File: config.mk
export PLATFORM = sky130hd
export DESIGN_NAME = tag_fsm
export DESIGN_NICKNAME = d
export VERILOG_FILES = /design/src/rtl/tag_fsm.sv
export SDC_FILE = /design/constraint.sdc
export NUM_CORES = 1
export LEC_CHECK = 0
export CAP_MARGIN = 40
export CORE_ASPECT_RATIO = 2
export CORE_UTILIZATION = 25
export DETAILED_ROUTE_END_ITERATION = 10
export PLACE_DENSITY = 0.43
export SETUP_SLACK_MARGIN = 0.3
export SYNTH_ARGS = -nofsm -noshare
export SYNTH_HDL_FRONTEND = slang
export SYNTH_SLANG_ARGS = --single-unit
File: constraint.sdc
create_clock -name clk -period 7.6 [get_ports clk]
set_input_delay 1.52 -clock clk [delete_from_list [all_inputs] [get_ports clk]]
set_output_delay 1.52 -clock clk [all_outputs]
set_load 0.01 [all_outputs]
File: src/rtl/tag_fsm.sv
// Gen2-style tag inventory FSM: decodes reader frames, backscatters RN16 / PC+EPC+CRC16.
// Replies start the cycle after the decoding in_eof; each bit holds until out_rdy accepts it.
module tag_fsm #(
    parameter int                     EPC_WORDS   = 6,
    parameter logic [16*EPC_WORDS-1:0] EPC_VALUE  = 96'h3000_1234_5678_9ABC_DEF0_0001,
    parameter int                     ACK_TIMEOUT = 1000,
    parameter logic [15:0]            LFSR_SEED   = 16'hACE1
) (
    input  logic clk,
    input  logic rst,
    input  logic in_dat,
    input  logic in_vld,
    input  logic in_sof,
    input  logic in_eof,
    input  logic crc5_ok,
    output logic out_dat,
    output logic out_vld,
    input  logic out_rdy,
    output logic out_sof,
    output logic transmitting
);

    localparam int MSG_W   = 16 + 16*EPC_WORDS;
    localparam int FRAME_W = MSG_W + 16;
    localparam int CNT_W   = $clog2(FRAME_W);
    localparam logic [15:0] PC = 16'({EPC_WORDS[4:0], 11'b0});

    function automatic logic [15:0] crc16_of(input logic [MSG_W-1:0] msg);
        logic [15:0] crc;
        crc = 16'hFFFF;
        for (int i = MSG_W - 1; i >= 0; i--) begin
            if (crc[15] ^ msg[i]) crc = {crc[14:0], 1'b0} ^ 16'h1021;
            else                  crc = {crc[14:0], 1'b0};
        end
        return crc;
    endfunction

    // The whole EPC reply is a constant, so the CRC is folded in at elaboration.
    localparam logic [MSG_W-1:0]   MSG       = {PC, EPC_VALUE};
    localparam logic [FRAME_W-1:0] EPC_FRAME = {MSG, ~crc16_of(MSG)};

    typedef enum logic [2:0] {
        S_READY, S_ARBITRATE, S_SND_RN16, S_REPLY, S_SND_EPC, S_ACKNOWLEDGED
    } state_t;

    state_t           state_q, state_d;
    logic             inv_q, inv_d;
    logic [14:0]      slot_q, slot_d;
    logic [15:0]      rn16_q, rn16_d;
    logic [15:0]      lfsr_q, lfsr_d;
    logic [5:0]       rx_cnt_q, rx_cnt_d;
    logic [31:0]      rx_sr_q, rx_sr_d;
    logic [CNT_W-1:0] tx_cnt_q, tx_cnt_d;
    logic [31:0]      timer_q, timer_d;

    logic        send, eof, is_query, is_qrep, is_ack, is_nak;
    logic        target, new_flag;
    logic [3:0]  q_fld;
    logic [14:0] q_mask, qslot, rep_slot;

    always_comb begin
        send     = (state_q == S_SND_RN16) || (state_q == S_SND_EPC);
        eof      = in_eof && !send;
        // Bits above the received count are always clear after in_sof, so the
        // full-width compares equal the prefix checks on the frame itself.
        is_query = eof && (rx_cnt_q == 6'd22) && (rx_sr_q[31:18] == {10'd0, 4'b1000}) && crc5_ok;
        is_qrep  = eof && (rx_cnt_q == 6'd4)  && (rx_sr_q[31:2] == 30'd0);
        is_ack   = eof && (rx_cnt_q == 6'd18) && (rx_sr_q[31:16] == 16'h0001);
        is_nak   = eof && (rx_cnt_q == 6'd8)  && (rx_sr_q == 32'h0000_00C0);
        target   = rx_sr_q[9];
        q_fld    = rx_sr_q[8:5];
        q_mask   = 15'((16'd1 << q_fld) - 16'd1);
        qslot    = lfsr_q[14:0] & q_mask;
        rep_slot = slot_q - 15'd1;
        new_flag = (state_q == S_ACKNOWLEDGED && target == inv_q) ? ~inv_q : inv_q;

        state_d  = state_q;
        inv_d    = inv_q;
        slot_d   = slot_q;
        rn16_d   = rn16_q;
        lfsr_d   = {lfsr_q[14:0], lfsr_q[15] ^ lfsr_q[13] ^ lfsr_q[12] ^ lfsr_q[10]};
        rx_cnt_d = rx_cnt_q;
        rx_sr_d  = rx_sr_q;
        tx_cnt_d = tx_cnt_q;
        timer_d  = timer_q;

        if (!send) begin
            if (in_sof) begin
                rx_cnt_d = 6'd0;
                rx_sr_d  = 32'd0;
            end else if (in_vld) begin
                rx_sr_d  = {rx_sr_q[30:0], in_dat};
                rx_cnt_d = (rx_cnt_q == 6'd32) ? 6'd32 : rx_cnt_q + 6'd1;
            end
        end

        case (state_q)
            S_SND_RN16: begin
                if (out_rdy) begin
                    if (tx_cnt_q == CNT_W'(15)) begin
                        state_d  = S_REPLY;
                        tx_cnt_d = '0;
                        timer_d  = 32'd0;
                    end else begin
                        tx_cnt_d = tx_cnt_q + 1'b1;
                    end
                end
            end
            S_SND_EPC: begin
                if (out_rdy) begin
                    if (tx_cnt_q == CNT_W'(FRAME_W - 1)) begin
                        state_d  = S_ACKNOWLEDGED;
                        tx_cnt_d = '0;
                    end else begin
                        tx_cnt_d = tx_cnt_q + 1'b1;
                    end
                end
            end
            default: begin
                if (state_q == S_REPLY) timer_d = timer_q + 32'd1;
                if (is_query) begin
                    inv_d = new_flag;
                    if (target != new_flag) begin
                        state_d = S_READY;
                    end else begin
                        slot_d = qslot;
                        if (qslot == 15'd0) begin
                            state_d  = S_SND_RN16;
                            rn16_d   = lfsr_q;
                            tx_cnt_d = '0;
                        end else begin
                            state_d = S_ARBITRATE;
                        end
                    end
                end else if (is_qrep) begin
                    if (state_q == S_ARBITRATE) begin
                        slot_d = rep_slot;
                        if (rep_slot == 15'd0) begin
                            state_d  = S_SND_RN16;
                            rn16_d   = lfsr_q;
                            tx_cnt_d = '0;
                        end
                    end else if (state_q == S_REPLY) begin
                        state_d = S_ARBITRATE;
                    end else if (state_q == S_ACKNOWLEDGED) begin
                        inv_d   = ~inv_q;
                        state_d = S_READY;
                    end
                end else if (is_ack && (state_q == S_REPLY || state_q == S_ACKNOWLEDGED)) begin
                    tx_cnt_d = '0;
                    state_d  = (rx_sr_q[15:0] == rn16_q) ? S_SND_EPC : S_ARBITRATE;
                end else if (is_nak && state_q != S_READY) begin
                    state_d = S_ARBITRATE;
                end else if (state_q == S_REPLY && timer_q == 32'(ACK_TIMEOUT - 1)) begin
                    state_d = S_ARBITRATE;
                end
            end
        endcase
    end

    always_comb begin
        out_vld      = send;
        transmitting = send;
        out_sof      = send && (tx_cnt_q == '0);
        out_dat      = 1'b0;
        if (state_q == S_SND_RN16)     out_dat = rn16_q[4'd15 - tx_cnt_q[3:0]];
        else if (state_q == S_SND_EPC) out_dat = EPC_FRAME[CNT_W'(FRAME_W - 1) - tx_cnt_q];
    end

    always_ff @(posedge clk) begin
        if (rst) begin
            state_q  <= S_READY;
            inv_q    <= 1'b0;
            slot_q   <= 15'd0;
            rn16_q   <= 16'd0;
            lfsr_q   <= LFSR_SEED;
            rx_cnt_q <= 6'd0;
            rx_sr_q  <= 32'd0;
            tx_cnt_q <= '0;
            timer_q  <= 32'd0;
        end else begin
            state_q  <= state_d;
            inv_q    <= inv_d;
            slot_q   <= slot_d;
            rn16_q   <= rn16_d;
            lfsr_q   <= lfsr_d;
            rx_cnt_q <= rx_cnt_d;
            rx_sr_q  <= rx_sr_d;
            tx_cnt_q <= tx_cnt_d;
            timer_q  <= timer_d;
        end
    end

endmodule
* Yosys cells after proc, flatten, opt, wreduce, memory -nomap -nowiden
Memories as Yosys holds them, arrays and structs flattened.
Index checks and enable logic that the tools add are counted.
** Operators by class
- Multiplexer cells :: 59
- Reduce and logical (&&, ||, !) cells :: 39
- Bitwise gates (word level) :: 8
- Shift operators :: 1
- Equality and inequality tests :: 33
- Add/sub/neg operators :: 7
- Magnitude comparators :: 2
** Operator list (count)
- 2-to-1 mux 32 bit :: 5
- 2-to-1 mux 16 bit :: 6
- 2-to-1 mux 7 bit :: 11
- one-hot mux 32 bit (2 select lines) :: 1
- 2-to-1 mux 15 bit :: 4
- 2-to-1 mux 3 bit :: 14
- adder 32 x 1 -> 32 bit, second input constant :: 1
- == test 32 x 10 -> 1 bit, second input constant :: 1
- == test 32 x 8 -> 1 bit, second input constant :: 1
- logical NOT 15 bit :: 2
- logical NOT 30 bit :: 1
- subtractor 15 x 1 -> 15 bit, second input constant :: 2
- 2-to-1 mux 6 bit :: 3
- == test 16 x 1 -> 1 bit, second input constant :: 1
- == test 16 bit :: 1
- AND 15 bit :: 1
- logical AND 1 bit :: 15
- left shift 1 x 4 -> 15 bit, first input constant :: 1
- == test 14 x 4 -> 1 bit, second input constant :: 1
- != test 2 bit, second input constant :: 7
- one-hot mux 7 bit (2 select lines) :: 1
- AND reduction 7 bit :: 2
- == test 6 x 5 -> 1 bit, second input constant :: 2
- nonzero test 2 bit :: 6
- 39 further kinds :: 59
** Storage, ports and cells
- Output and inout port bits :: 4
- Word-level logic and storage cells :: 159
- Memories kept :: 1
- Register bits :: 128
- Bits in read-only memories :: 128
- Bits of input ports :: 8
** Memories
- (name not given) :: words 128, bits a word 1, read ports 1, clocked after memory_dff 0, wr ports 0, RTL line 167 : else if (state_q == S_SND_EPC) out_dat = EPC_FRAME[CNT_W'(FRAME_W - 1) - tx_cnt_q];

* Logic depth before layout (Yosys ltp)
- Depth in word-level cells :: 12
- Depth in mapped cells :: 13
- Depth with buffers taken out :: 10

* Worst setup path before layout
No wires, ideal clock.
- Kind :: register -> output
- From :: register tx_cnt_q[0]
- To :: output port out_dat
- Data arrival time :: 2251 ps
- Required time :: 6080 ps
- Slack :: 3829 ps
- Stages on the path, launching flop included :: 10
- Buffers on the path :: 1
- Path through :: dfxtp_1 > clkbuf_1 > inv_1 > ha_1 > mux4_2 > nor2_1 > a311oi_1 > o21ai_0 > o2111ai_1 > a21oi_1
** On the way
- Word-level cells in the longest chain between the ends :: 5
- Elaborated cells on any way between the ends :: 8
- Those cells by class :: add/sub (2); mux (5); memory (1)
** RTL lines
- from (decl) :: RTL line 53 : logic [CNT_W-1:0] tx_cnt_q, tx_cnt_d;
- from (signal assigned) :: RTL line 189 : tx_cnt_q <= tx_cnt_d;
- subtractor 7 bit :: RTL line 167
- memory (128 x 1 bit)
- 2-to-1 mux 1 bit (implied by the code) :: RTL line 167
- 2-to-1 mux 1 bit :: RTL line 167
- 2-to-1 mux 1 bit * :: RTL line 166 : if (state_q == S_SND_RN16) out_dat = rn16_q[4'd15 - tx_cnt_q[3:0]];
- to (decl) :: RTL line 16 : output logic out_dat,
Mark *: on every way between the ends. The rest lies on a longest branch, timed or not. The select of a mux whose other input is x is not followed.

* Worst setup path after layout
Ends and elaborated chain as after synthesis.

==> out/summary.txt <==
first-pass GRT wire length - 33.3 mm
largest family of logic cells by synthesized area - simple AND/OR/NAND/NOR gates
total leakage power - 2.72 nW
Seq cells post-synth - 128
Synth Area in XOR/XNOR - 0.0763
Compound-Gate Fraction of Synth Area - 0.158
unrepaired setup endpoints after global routing - no
run status - finished, final reports clean
nature of the critical path startpoint - flop
residual DRC count - 0
Congestion Overflow GR - 0
Primary FF master, synth - dfxtp_1
layout cells sized above 1 - 0.106
# IOs - 12
Top Metal Used - met4
Syn Area/Cell - 8.60 sq um
Hold Path Class - flop to flop
Synth cell types - 74
DR iter-0 viols - 259
Psw - 0.000356 W
Sw Share - 0.238
cts bufs inserted - 17
antenna diode count - 0
minimum clock period - 4.87 ns
initial antenna violation count - 0
WL met2 - 11.6 mm
post-synthesis mux area share - 0.0534
final hold violation count - 0
Slew HR - 0.357
# H-tree levels - 4
Clock Power Share - 0.511
share of async-settable or async-resettable flops after synthesis - 0
Clock Skews - 0.0114 ns
Synth-to-Final Area Change - 12.4%
total of max-cap violations - 0
vias in the first global route - 6013
Final TNS setup - 0 ns
Yosys top cell by area - dfxtp_1
Synth area leaders - dfxtp_1 37%, nor2_1 5.7%, xor2_1 5.0%, a22oi_1 4.1%, nand2_1 3.6%
met3 WL post-DR - 380 um
Post-Syn Instances - 815
number of setup buffers added after CTS - 0
simple-gate share of the synthesized area - 0.268
Worst Tran Pin Value - 0.965 ns
Util after Layout - 0.286
Comb power frac - 0.030
Period Utilization, post-route - 0.641
width of the die - 120 um
port bufs - 11
Post-Synth Adder-Cell Area - 0.0232
Clock Latency Late Sink - 0.44 ns
Worst EP arrival - 3.35 ns
Syn. warnings - 0
Post-CTS Hold Fix Bufs - 0
Syn Nets - 836
CTS tree - yes
Post-Route WL - 20.5 mm
sequential element share of the synthesized area - 0.366
Worst-path clk slew - 0.06 ns
Final Max Tran Viols - 0
FILL cells - 3050
CTS sink cnt - 128
CTS resizes - 0
Die Height - 239 um
Via density - 5.06
CP Data Required Time - 6.08 ns
pin count of the biggest net entering global routing - 51
Final ANT Viol Nets - 0
DR WL/cell - 17.6 um
Layout Nets - 823
Mapped Area - 7010 sq um
CORE AREA - 27500 sq um
Initial Util - 0.254
DR pass1 iterations - 4
gr usage total - 0.152
Clock Path Buffers - 2
CP Max Fanout - 11
WS Path Type - flop to output port
FMAX - 205 MHz
DP HPWL - 15.2 mm
Die ar. - 28700 sq um
top post-synthesis cells by count - 128 x dfxtp_1, 107 x nor2_1, 68 x nand2_1, 40 x xor2_1, 38 x a22oi_1
EDFF count, synth - 0
Final Wtd Congestion - 0.767
FF+latch area - 2560 sq um
most common cell in the netlist - dfxtp_1
# setup viols final - 0
total number of vias - 5905
Critical Path Sink Type - output port
area of the multi-input gates - 4070 sq um
Pint - 0.00114 W
Yosys top cell area share - 0.366
cell area power density - 190 nW/um^2
Rows - 86
post-route met1 wirelength - 7.68 mm
clock root buffer - clkbuf_16
sequential share of power - 0.459
Worst VDD drop - 0.000126 V
## worst paths after layout
kind | from | to | slack [ns] | cells past startpoint
worst max-delay path | tx_cnt_q[0]$_SDFFE_PP0P_ | out_dat | 2.73 | 9
worst min-delay path | slot_q[14]$_SDFFE_PP0P_ | slot_q[14]$_SDFFE_PP0P_ | 0.47 | 2
worst max register to register | rx_sr_q[7]$_SDFFE_PP0P_ | rn16_q[13]$_SDFFE_PP0P_ | 4.01 | 10
worst min register to register | slot_q[14]$_SDFFE_PP0P_ | slot_q[14]$_SDFFE_PP0P_ | 0.47 | 2
## sequential cells by signal, indices dropped and copies added, names as in the netlist
| register | count |
|---|---|
| timer_q | 32 |
| state_q | 3 |
| rx_cnt_q | 6 |
| rn16_q | 16 |
| inv_q | 1 |
| slot_q | 15 |
| lfsr_q | 16 |
| rx_sr_q | 32 |
| tx_cnt_q | 7 |
## layer usage
| metal | up-vias | global-route usage |
|---|---|---|
| li1 | 2903 | - |
| met1 | 2872 | 0.147 |
| met2 | 85 | 0.292 |
| met3 | 45 | 0.0270 |
| met4 | 0 | 0.0909 |
| met5 | - | 0 |
## cells in the final DEF, fill, tap and decap left out, types with 11 or more instances in the layout
cell type | synthesis | layout
dfxtp_1 | 128 | 128
nor2_1 | 107 | 107
nand2_1 | 68 | 68
xor2_1 | 40 | 40
a22oi_1 | 38 | 38
a21oi_1 | 30 | 30
o21ai_0 | 26 | 26
nor3_1 | 24 | 24
nand3_1 | 22 | 22
xnor2_1 | 21 | 21
nor4_1 | 22 | 21
inv_1 | 20 | 20
nor2b_1 | 18 | 18
nand4_1 | 18 | 18
clkbuf_16 | 0 | 17
ha_1 | 13 | 13
or2_2 | 11 | 11
## cell families (layout without fill, tap and decap cells)
| logic type | after synthesis | in the layout |
|---|---|---|
| DFF | 128 | 128 |
| adders and majority gates | 13 | 13 |
| xor gates and xnor gates | 61 | 61 |
| AOI/OAI and AO/OA | 156 | 156 |
| muxes | 27 | 27 |
| buffers and inverters | 73 | 72 |
| and+or+nand+nor | 357 | 357 |
## cell type report
class,instances,share of cell area
Multi-Input combinational cell,614,0.517
Inverter,20,0.00954
Clock inverter,11,0.0119
Tap cell,352,0.0559
Timing Repair Buffer,21,0.0242
Sequential cell,128,0.325
Clock buffer,20,0.0555
## power by group through the flow
stage          registers (W)  clock network (W)   logic, W
3_3_place_gp        0.000700                  0  0.0000446
5_1_grt             0.000686           0.000811  0.0000490
6_report            0.000685           0.000763  0.0000446
2_1_floorplan       0.000697                  0  0.0000296
4_1_cts             0.000685           0.000787  0.0000455
3_5_place_dp        0.000700                  0  0.0000453
## metrics by stage
stage	total power [W]	area (sq um)	std cells	setup WS, ns	hold WS, ns
3_5_place_dp	0.000745	7340	1135	2.93	0.464
4_1_cts	0.00152	7870	1166	2.68	0.473
5_1_grt	0.00155	7870	1166	2.45	0.488
6_report	0.00149	7870	1166	2.73	0.470
3_3_place_gp	0.000745	7320	1133	2.91	0.460
2_1_floorplan	0.000726	7010	815	3.83	0.441
## worst max-delay path, stage by stage (launching register included)
cell             delay [ns]
dfxtp_1                0.66
inv_1                  0.22
ha_1                   0.39
mux4_2                 0.46
nor2_1                 0.11
a311oi_1               0.05
o21ai_0                0.16
o2111ai_1              0.13
a21oi_1                0.18
clkdlybuf4s50_1        0.56
Note: power is estimated with default switching activity, not from simulation.
